### src/rtl/time_digits_seq.sv
// Sequential time-field to BCD digit converter with one double-dabble engine shared by all channels.
// Published digits and overflow flags change only when a whole request has finished converting.
module time_digits_seq #(
    parameter int         CH       = 3,
    parameter int         FW       = 6,
    parameter int         DIG      = 2,
    parameter int         SEP_EN   = 1,
    parameter logic [3:0] SEP_CODE = 4'hA,
    localparam int        NDIG     = CH*DIG + SEP_EN*(CH-1)
) (
    input  logic               clk,
    input  logic               rst,
    input  logic               in_valid,
    output logic               in_ready,
    input  logic [CH*FW-1:0]   fields,
    output logic [NDIG*4-1:0]  digits,
    output logic               out_valid,
    output logic [CH-1:0]      ovf,
    output logic               busy
);

    localparam int MAXV = 10**DIG - 1;
    // ceil(FW*log10(2)) + 1 nibbles, so the shift never drops a carry
    localparam int XN   = (FW*30103 + 99999)/100000 + 1;
    localparam int SN   = (XN > DIG) ? XN : DIG;
    localparam int SW   = SN*4;
    localparam int CW   = (CH > 1) ? $clog2(CH) : 1;
    localparam int BW   = $clog2(FW+1);
    localparam int CMPW = FW + 32;

    localparam logic [1:0] S_IDLE  = 2'd0;
    localparam logic [1:0] S_SHIFT = 2'd1;
    localparam logic [1:0] S_STORE = 2'd2;
    localparam logic [1:0] S_DONE  = 2'd3;

    logic [1:0]                  state_q, state_d;
    logic [CH*FW-1:0]            fld_q, fld_d;
    logic [CW-1:0]               ch_q, ch_d;
    logic [BW-1:0]               bitcnt_q, bitcnt_d;
    logic [SW-1:0]               scr_q, scr_d;
    logic [CH-1:0][DIG*4-1:0]    pend_q, pend_d;
    logic [CH-1:0]               pend_ovf_q, pend_ovf_d;
    logic [CH-1:0][DIG*4-1:0]    dig_q, dig_d;
    logic [CH-1:0]               ovf_q, ovf_d;
    logic                        out_valid_q, out_valid_d;

    logic [FW-1:0]               cur_fld;
    logic                        cur_ovf;
    logic                        cur_bit;
    logic [SW-1:0]               adj;

    function automatic logic [SW-1:0] dd_adj(input logic [SW-1:0] s);
        logic [SW-1:0] r;
        r = s;
        for (int i = 0; i < SN; i++) begin
            if (s[i*4 +: 4] >= 4'd5)
                r[i*4 +: 4] = s[i*4 +: 4] + 4'd3;
        end
        return r;
    endfunction

    always_comb begin
        cur_fld = fld_q[(CH-1-int'(ch_q))*FW +: FW];
        cur_ovf = {{32{1'b0}}, cur_fld} > CMPW'(MAXV);
        cur_bit = cur_fld[FW-1-int'(bitcnt_q)];
        adj     = dd_adj(scr_q);
    end

    always_comb begin
        state_d     = state_q;
        fld_d       = fld_q;
        ch_d        = ch_q;
        bitcnt_d    = bitcnt_q;
        scr_d       = scr_q;
        pend_d      = pend_q;
        pend_ovf_d  = pend_ovf_q;
        dig_d       = dig_q;
        ovf_d       = ovf_q;
        out_valid_d = 1'b0;
        case (state_q)
            S_IDLE: begin
                if (in_valid) begin
                    fld_d    = fields;
                    ch_d     = '0;
                    bitcnt_d = '0;
                    scr_d    = '0;
                    state_d  = S_SHIFT;
                end
            end
            S_SHIFT: begin
                scr_d    = (adj << 1) | SW'(cur_bit);
                bitcnt_d = bitcnt_q + 1'b1;
                if (bitcnt_q == BW'(FW-1))
                    state_d = S_STORE;
            end
            S_STORE: begin
                // Overflow comes from the binary value; the scratch may hold more digits than DIG
                pend_d[ch_q]               = cur_ovf ? {DIG{4'h9}} : scr_q[DIG*4-1:0];
                pend_ovf_d[CH-1-int'(ch_q)] = cur_ovf;
                if (ch_q == CW'(CH-1)) begin
                    state_d = S_DONE;
                end else begin
                    ch_d     = ch_q + 1'b1;
                    scr_d    = '0;
                    bitcnt_d = '0;
                    state_d  = S_SHIFT;
                end
            end
            default: begin
                dig_d       = pend_q;
                ovf_d       = pend_ovf_q;
                out_valid_d = 1'b1;
                state_d     = S_IDLE;
            end
        endcase
    end

    always_ff @(posedge clk or posedge rst) begin
        if (rst) begin
            state_q     <= S_IDLE;
            fld_q       <= '0;
            ch_q        <= '0;
            bitcnt_q    <= '0;
            scr_q       <= '0;
            pend_q      <= '0;
            pend_ovf_q  <= '0;
            dig_q       <= '0;
            ovf_q       <= '0;
            out_valid_q <= 1'b0;
        end else begin
            state_q     <= state_d;
            fld_q       <= fld_d;
            ch_q        <= ch_d;
            bitcnt_q    <= bitcnt_d;
            scr_q       <= scr_d;
            pend_q      <= pend_d;
            pend_ovf_q  <= pend_ovf_d;
            dig_q       <= dig_d;
            ovf_q       <= ovf_d;
            out_valid_q <= out_valid_d;
        end
    end

    // Separator slots are constants, so only registered digits ever reach the display
    for (genvar c = 0; c < CH; c++) begin : g_slot
        assign digits[(NDIG - c*(DIG+SEP_EN) - DIG)*4 +: DIG*4] = dig_q[c];
        if (SEP_EN != 0 && c < CH-1) begin : g_sep
            assign digits[(NDIG-1-(c*(DIG+SEP_EN)+DIG))*4 +: 4] = SEP_CODE;
        end
    end

    assign in_ready  = (state_q == S_IDLE);
    assign busy      = !in_ready;
    assign out_valid = out_valid_q;
    assign ovf       = ovf_q;

endmodule
### config.mk
export PLATFORM = sky130hd
export DESIGN_NAME = time_digits_seq
export DESIGN_NICKNAME = d
export VERILOG_FILES = /design/src/rtl/time_digits_seq.sv
export SDC_FILE = /design/constraint.sdc
export NUM_CORES = 1
export LEC_CHECK = 0
export ABC_AREA = 1
export BUFFER_PORTS_ARGS = -buffer_cell sky130_fd_sc_hd__buf_2
export CORE_ASPECT_RATIO = 0.9
export CORE_MARGIN = 10
export CORE_UTILIZATION = 25
export DETAILED_ROUTE_END_ITERATION = 10
export GPL_TIMING_DRIVEN = 0
export PLACE_DENSITY = 0.37
export SETUP_SLACK_MARGIN = 0.2
export SLEW_MARGIN = 20
export SYNTH_ARGS = -nofsm -noshare
export SYNTH_HDL_FRONTEND = slang
export SYNTH_SLANG_ARGS = --single-unit
### constraint.sdc
create_clock -name clk -period 7.7 [get_ports clk]
set_input_delay 1.155 -clock clk [delete_from_list [all_inputs] [get_ports clk]]
set_output_delay 1.155 -clock clk [all_outputs]
set_load 0.03 [all_outputs]
==> flow_metrics.tcl, run 1 <==
set metrics [dict create \
    status "completed" \
    final_nets 527 \
    drt-total-wl_mm 9.65 \
    synthCells 425 \
    drive_gt1_share_pct 24.5 \
    path_clk_slew_ns 0.06 \
    crit_fanout 6 \
    yosys.cell_types.count 29 \
    p_int_w 0.00105 \
    grt_usage_pct 9.20 \
    num_rows 43 \
    cts_resized 0 \
    yosysWarnings 0 \
    start_kind "flip-flop" \
    hp-start "pend_ovf_q[0]" \
    r2r_slack_ns 5.84 \
    clockPowerShare_pct 25.7 \
    worstReg2RegStart "ch_q[0]" \
    crit_type "reg -> out" \
    core_area_um2 15600 \
    start_util_pct 25.8 \
    power_frac_seq_pct 40.0 \
    die_area_um2 21600 \
    switching_power_w 0.000615 \
    vias_per_cell 4.19 \
    avgSynthCellArea_um2 9.48 \
    grt_max_degree 71 \
    antenna_found_initial 0 \
    dr.pass1.iters 4 \
    ys_seq_elements 88 \
    r2r-end "scr_q[0]" \
    post_cts_buffers 0 \
    cap_violations 0 \
    syn_area_um2 4030 \
    clock-sinks 88 \
    gr-total-overflow 0 \
    area_delta_synth_final_pct 20.9 \
    antennaDiodeCount 0 \
    final.setup.tns_ns 0 \
    min_path_cells 2 \
    end_kind "output port" \
    fmax_ghz 0.418 \
    min_to "pend_ovf_q[0]" \
    antenna_left 0 \
    cts_tree "yes" \
    final_hold_viol_count 0 \
    ys_seq_area_share_pct 54.6 \
    max-vdd-ir-drop_uv 124 \
    startpoint "state_q[0]" \
    io_pins 59 \
    p_leak_nw 2.59 \
    place_ws_ns 5.66 \
    period_share_pct 31.1 \
    wire_per_inst_um 13.8 \
    htreeDepth 3 \
    crit_required_ns 6.55 \
    slew_violations 0 \
    cts_made_buffers 9 \
    grt_pass1_wl_mm 16.1 \
    reg2reg_depth 11 \
    fin_ws_ns 5.31 \
    die_w_um 154 \
    vias 2935 \
    root_buffer "clkbuf_16" \
    cts_hold_buf 0 \
    cellPowerDensity_nw_per_um2 342 \
    finalCriticalPeriod_ns 2.39 \
    insertion_delay_ns 0.34 \
    hp-class "reg -> reg" \
    place.gp.congestion 0.762 \
    cts_max_path_buffers 2 \
    skew_ns 0.00602 \
    die_h_um 140 \
    n_fill_cell 1684 \
    arrival_ns 1.24 \
    port_buffers 50 \
    swShare_pct 37.0 \
    setup-violations-final 0 \
    rsz0062_at_grt "no" \
    drt_iter0_drc 127 \
    power_frac_comb_pct 34.3 \
    dp_hpwl_mm 6.91 \
    first_global_vias 3060 \
    route.detailed.drc 0 \
]
==> how the worst max path moves through the flow <==
stage	depth (start not counted)	endpoint	slack, ns
finish	3	busy	5.31
global route	3	busy	5.24
CTS	3	busy	5.28
detailed placement	3	busy	5.66
global placement	2	digits[13]	2.94
floorplan	1	bitcnt_q[0]	4.27
==> power groups by stage <==
stage	Combinational (W)	Sequential, W	Clock [W]
global placement	0.000576	0.000673	0
finish	0.000571	0.000665	0.000428
CTS	0.000586	0.000667	0.000450
global route	0.000654	0.000681	0.000462
floorplan	0.000402	0.000690	0
detailed placement	0.000584	0.000674	0
==> stage by stage <==
| stage | total power, W | hold slack (ns) | std cells | cell area, um^2 | util (%) |
|---|---|---|---|---|---|
| finish | 0.00166 | 0.470 | 700 | 4870 | 31.2 |
| global route | 0.00180 | 0.492 | 700 | 4870 | 31.2 |
| CTS | 0.00170 | 0.475 | 700 | 4870 | 31.2 |
| detailed placement | 0.00126 | 0.459 | 684 | 4590 | 29.4 |
| global placement | 0.00125 | 0.455 | 683 | 4560 | 29.2 |
| floorplan | 0.00109 | 0.436 | 431 | 4050 | - |
==> Yosys cell counts (all sizes together) <==
| master | number | share of area, % |
|---|---|---|
| buf | 21 | 4.4 |
| ha | 13 | 4.0 |
| o21ai | 35 | 5.4 |
| mux2 | 14 | 3.9 |
| nand2 | 160 | 16 |
| o31ai | 1 | 0.19 |
| dfrtp | 88 | 55 |
| xnor2 | 1 | 0.22 |
| a21boi | 1 | 0.19 |
| inv | 30 | 2.9 |
| xor2 | 1 | 0.22 |
| o32ai | 4 | 0.87 |
| nor2 | 18 | 2.0 |
| or2 | 1 | 0.22 |
| o22ai | 1 | 0.31 |
| a21oi | 10 | 1.2 |
| nand3 | 22 | 3.0 |
| o211ai | 1 | 0.19 |
| conb | 2 | 0.19 |
| clkinv | 1 | 0.22 |
==> state kept, by name, summed over array words and instances, names as in the netlist <==
register / count
bitcnt_q: 3
ch_q: 2
digits: 24
fld_q: 18
out_valid: 1
ovf: 3
pend_ovf_q: 3
pend_q: 24
scr_q: 8
state_q: 2
==> critical path: stages, from the launching register on <==
cell	delay, ns
dfrtp_1	0.47
nor2_4	0.18
inv_1	0.07
buf_2	0.18
==> metal layers <==
metal	track usage [%]	up-vias	wire [um]
li1	-	1480	-
met1	12.0	1386	4790
met2	13.7	59	4200
met3	3.24	10	518
met4	3.28	0	137
met5	0	-	0
==> kinds of logic (layout without fill, tap and decap cells) <==
group	Yosys count	in the layout	share of synthesized area, %
other cells	2	8	0.186
mux	14	14	3.91
xor+xnor	2	2	0.435
flops	88	88	54.6
compound gates	53	53	8.35
fa+ha+maj	13	13	4.04
simple gates	201	201	21.0
buf+inv	52	119	7.48
==> area by class of cell <==
type                       count  area, um^2  area share, %
buffer                        21         178           3.65
clock inverter                 3        42.5          0.873
sequential                    88        2200           45.2
inverter                      31         129           2.65
tap                          202         253           5.19
timing repair buffer          51         278           5.70
multi-input combinational    291        1550           31.8
clock buffer                  13         240           4.93
==> placed cells by master (no fill, tap or decap), drive strengths merged <==
cell type / synthesis / final
inv: 30 / 30
dfrtp: 88 / 88
ha: 13 / 13
a21oi: 10 / 10
nand2: 160 / 160
clkinv: 1 / 2
o22ai: 1 / 1
nand3: 22 / 22
o31ai: 1 / 1
xnor2: 1 / 1
o32ai: 4 / 4
conb: 2 / 8
bufinv: 0 / 1
o211ai: 1 / 1
clkbuf: 0 / 13
or2: 1 / 1
xor2: 1 / 1
nor2: 18 / 18
clkinvlp: 0 / 1
buf: 21 / 72
mux2: 14 / 14
o21ai: 35 / 35
a21boi: 1 / 1
No activity file was read; power rests on OpenSTA's default activity.
==> run 2, diff against run 1 <==
Clock period 7.7 ns to 2.35 ns, I/O delays scaled along.
==> flow_metrics.tcl, run 2 (synthesized netlist as in run 1, its figures left out) <==
set metrics [dict create \
    crit_type "reg -> reg" \
    drive_gt1_share_pct 25.3 \
    dr_wl_met2_mm 4.13 \
    grt_max_degree 32 \
    slowest_stage "dfrtp_1" \
    hp-class "in -> async" \
    route.detailed.drc 0 \
    setup-violations-final 0 \
    power_frac_comb_pct 34.1 \
    finalCriticalPeriod_ns 1.89 \
    end_kind "flip-flop" \
    die_w_um 154 \
    max_stage_delay_ns 0.48 \
    period_share_pct 80.5 \
    core_area_um2 15600 \
    drt-total-wl_mm 9.56 \
    tightest_slew_ns 0.667 \
    swShare_pct 37.2 \
    start_util_pct 25.8 \
    port_buffers 50 \
    p_total_w 0.00546 \
    start_kind "flip-flop" \
    regArea_um2 2200 \
    power_frac_seq_pct 39.9 \
    htreeDepth 3 \
    die_h_um 140 \
    crit_chain "inv_1 -> buf_4 -> ha_1 -> inv_1 -> nor2_1 -> nand3_1 -> nand2_1 -> nand2_1 -> nand2_1 -> nand3_1 -> nand2_1" \
    clockPowerShare_pct 26.0 \
    die_area_um2 21600 \
    slew_violations 0 \
    gr-total-overflow 0 \
    status "completed" \
    grt_pass1_wl_mm 16.0 \
    vias 2907 \
    cts_hold_buf 0 \
    cap_violations 0 \
    final_cell_mix "nand2_1, dfrtp_1, buf_2" \
    vias_per_cell 4.15 \
    insertion_delay_ns 0.35 \
    antenna_left 0 \
    cts_tree "yes" \
    final_common_cell "nand2_1" \
    num_rows 43 \
    p_leak_nw 2.60 \
    crit_fanout 12 \
    place.gp.congestion 0.762 \
    max-vdd-ir-drop_uv 401 \
    rsz0062_at_grt "no" \
    antennaDiodeCount 0 \
    skew_ns 0.00401 \
    cellPowerDensity_nw_per_um2 1120 \
    multi_input_area_um2 1550 \
    arrival_ns 2.18 \
    dp_hpwl_mm 6.91 \
    critical_path_buf_inv_count 3 \
    path_delay_family "simple AND/OR/NAND/NOR gates" \
    wl_met3_um 478 \
    cts_made_buffers 9 \
    fmax_ghz 0.529 \
    final.setup.tns_ns 0 \
    n_fill_cell 1669 \
    switching_power_w 0.00203 \
    drt_iter0_drc 152 \
    io_pins 59 \
    final_hold_viol_count 0 \
    grt_usage_pct 9.16 \
    area_delta_synth_final_pct 21.3 \
    final_nets 528 \
    topRoutingLayerUsed "met4" \
    first_global_vias 2988 \
    wire_per_inst_um 13.6 \
    cts_resized 0 \
    clock-sinks 88 \
    cts_max_path_buffers 2 \
    wl_met1_mm 4.83 \
    crit_top_cell "nand2_1" \
    root_buffer "clkbuf_16" \
    slew-limit-headroom_pct 55.4 \
    crit_required_ns 2.64 \
    post_cts_buffers 0 \
    path_clk_slew_ns 0.06 \
    p_int_w 0.00343 \
    antenna_found_initial 0 \
    dr.pass1.iters 4 \
]
[run 2: cell type report]
type,count,share of cell area (%)
inverters,31,2.61
plain buffers,21,3.63
multi-input cells,291,31.7
repair buffers,52,5.94
clock inverters,6,1.23
well taps,202,5.17
flip-flops and latches,88,45.0
clock buffers,10,4.68
[run 2: stage by stage]
| step | hold slack [ns] | instance area, um^2 | setup WS, ns | cells | util, % |
|---|---|---|---|---|---|
| 2_1_floorplan | 0.436 | 4060 | 0.806 | 431 | - |
| 3_3_place_gp | 0.455 | 4560 | 0.225 | 683 | 29.2 |
| 3_5_place_dp | 0.459 | 4600 | 0.493 | 685 | 29.5 |
| 4_1_cts | 0.115 | 4890 | 0.465 | 701 | 31.3 |
| 5_1_grt | 0.151 | 4890 | 0.327 | 701 | 31.3 |
| 6_report | 0.0962 | 4890 | 0.459 | 701 | 31.3 |
[run 2: worst register-to-register path, stage by stage, from the launching register on]
cell	delay (ns)
dfrtp_1	0.48
inv_1	0.14
buf_4	0.21
ha_1	0.37
inv_1	0.08
nor2_1	0.14
nand3_1	0.09
nand2_1	0.07
nand2_1	0.05
nand2_1	0.06
nand3_1	0.08
nand2_1	0.07
[run 2: final timing paths]
path                            slack (ns)  cells after the start            end          start
worst max register to register        0.46                     11       scr_q[0]        ch_q[0]
max in group asynchronous             1.45                      4     digits[14]            rst
min in group clk                      0.24                      2       fld_q[3]      fields[3]
worst min-delay path                   0.1                      2        ch_q[1]            rst
worst max-delay path                  0.46                     11       scr_q[0]        ch_q[0]
worst min register to register        0.47                      2  pend_ovf_q[2]  pend_ovf_q[2]
[run 2: layer usage]
metal | GRT usage (%) | up-vias
met5 | 0 | -
met4 | 2.98 | 0
met3 | 3.46 | 8
met2 | 13.4 | 54
met1 | 12.2 | 1358
li1 | - | 1487
[run 2: power by group through the flow]
stage | clock (W) | sequential [W] | combinational, W
2_1_floorplan | 0 | 0.00226 | 0.00132
3_3_place_gp | 0 | 0.00221 | 0.00188
3_5_place_dp | 0 | 0.00221 | 0.00190
4_1_cts | 0.00149 | 0.00218 | 0.00191
5_1_grt | 0.00153 | 0.00223 | 0.00213
6_report | 0.00142 | 0.00218 | 0.00186
==> run 3, diff against run 2 <==
Settings changed: PLACE_DENSITY 0.37 to 0.39.
Clock period 2.35 ns to 1.7 ns, I/O delays scaled along.
==> flow_metrics.tcl, run 3 (synthesized netlist as in run 1, its figures left out) <==
set metrics [dict create \
    dp_hpwl_mm 6.95 \
    grt_usage_pct 9.05 \
    final_common_cell "nand2_1" \
    reg2reg_depth 12 \
    start_util_pct 25.8 \
    final_cell_mix "nand2_1, dfrtp_1, buf_2" \
    drive_gt1_share_pct 33.9 \
    io_pins 59 \
    startpoint "ch_q[0]" \
    r2r_slack_ns 0.20 \
    hold_slack_ns 0.141 \
    cts_made_buffers 9 \
    final_nets 541 \
    first_global_vias 3073 \
    max-vdd-ir-drop_uv 546 \
    die_h_um 140 \
    placedCellCount 686 \
    insertion_delay_ns 0.34 \
    grt_max_degree 34 \
    worstReg2RegStart "ch_q[0]" \
    clock-sinks 88 \
    finalCriticalPeriod_ns 1.50 \
    cts_max_path_buffers 2 \
    r2r-end "scr_q[0]" \
    antenna_found_initial 0 \
    htreeDepth 3 \
    die_area_um2 21600 \
    n_fill_cell 1672 \
    crit_fanout 10 \
    setup-violations-final 0 \
    antenna_left 0 \
    arrival_ns 1.73 \
    p_leak_nw 2.71 \
    period_share_pct 88.3 \
    vias_per_cell 4.20 \
    status "completed" \
    start_kind "flip-flop" \
    die_w_um 154 \
    cellPowerDensity_nw_per_um2 1520 \
    vias 2993 \
    antennaDiodeCount 0 \
    skew_ns 0.00599 \
    num_rows 43 \
    fmax_ghz 0.666 \
    cts_tree "yes" \
    route.detailed.drc 0 \
    gr-total-overflow 0 \
    dr.pass1.iters 4 \
    hp-class "in -> reg" \
    root_buffer "clkbuf_16" \
    final_cells 712 \
    path_clk_slew_ns 0.06 \
    cap_violations 0 \
    grt_pass1_wl_mm 15.8 \
    place.gp.congestion 0.767 \
    area_delta_synth_final_pct 29.4 \
    end_kind "flip-flop" \
    core_area_um2 15600 \
    port_buffers 50 \
    wire_per_inst_um 13.5 \
    rsz0062_at_grt "yes" \
    crit_required_ns 1.93 \
    drt-total-wl_mm 9.60 \
    drt_iter0_drc 129 \
    placed_area_um2 4640 \
    final_hold_viol_count 0 \
    endpoint "scr_q[0]" \
    crit_type "reg -> reg" \
    slew_violations 0 \
    final_cell_area_um2 5210 \
]
run 3: cell types whose count changed in the layout (fill, tap and decap cells not counted), sizes merged:
| cell | change |
|---|---|
| dlygate4sd3 | +1 |
| clkbuf | +1 |
| clkinv | -2 |
| inv | -1 |
| buf | +12 |
run 3: repair_timing:
| action | 4_1_cts | 5_1_grt |
|---|---|---|
| setup endpoints to repair | 25 | 17 |
| hold endpoints to repair | 13 | 0 |
| setup buffers | 6 | 5 |
| hold buffers | 1 | 0 |
| resized for setup | 13 | 45 |
| pin swaps | 2 | 17 |
run 3: layer usage:
metal  share of wire [%]  track usage, %  wire length, um
met1                  50            11.9             4840
met2                  45            13.6             4310
met3                 3.4            3.09              328
met4                 1.3            2.98              128
met5                   0               0                0
run 3: through the flow:
step	TNS (ns)	worst slack [ns]	power, W	utilization, %
CTS	0	0.142	0.00781	32.1
floorplan	0	0.217	0.00496	-
global route	0	0.0795	0.00857	33.4
detailed placement	-0.0137	-0.0137	0.00570	29.8
finish	0	0.199	0.00794	33.4
global placement	-28.04	-0.327	0.00565	29.3
run 3: how the worst min path moves through the flow:
stage                       start            end  slack (ns)  depth (start not counted)
finish                  fields[1]       fld_q[1]        0.14                          2
global route            fields[9]       fld_q[9]        0.13                          2
CTS                     fields[1]       fld_q[1]        0.13                          2
detailed placement            rst      fld_q[16]        0.30                          2
global placement    pend_ovf_q[1]  pend_ovf_q[1]        0.45                          2
floorplan               fields[0]       fld_q[0]        0.41                          1
run 3: power breakdown:
group	switching, W	leakage, nW	internal [W]	total (W)
Sequential	0.000403	1.15	0.00265	0.00306
Combinational	0.00174	1.41	0.00116	0.00289
Clock	0.000795	0.143	0.00120	0.00199
run 3: final cells by class:
cell class	count	area [um^2]	area share, %
clock buffers	11	253	4.85
clock inverters	3	42.5	0.816
well taps	202	253	4.85
plain buffers	21	198	3.79
multi-input cells	291	1680	32.2
repair buffers	65	439	8.42
flip-flops and latches	88	2210	42.3
inverters	31	144	2.76
run 3: critical path: stages, from the launching register on:
cell,delay [ns]
dfrtp_2,0.46
buf_6,0.14
buf_8,0.14
nand2_4,0.07
nand3_2,0.08
nand3_2,0.09
nand2_2,0.05
nand2_2,0.06
nand2_2,0.04
nand2_1,0.06
nand2_1,0.07
nand3_2,0.07
nand2_1,0.06
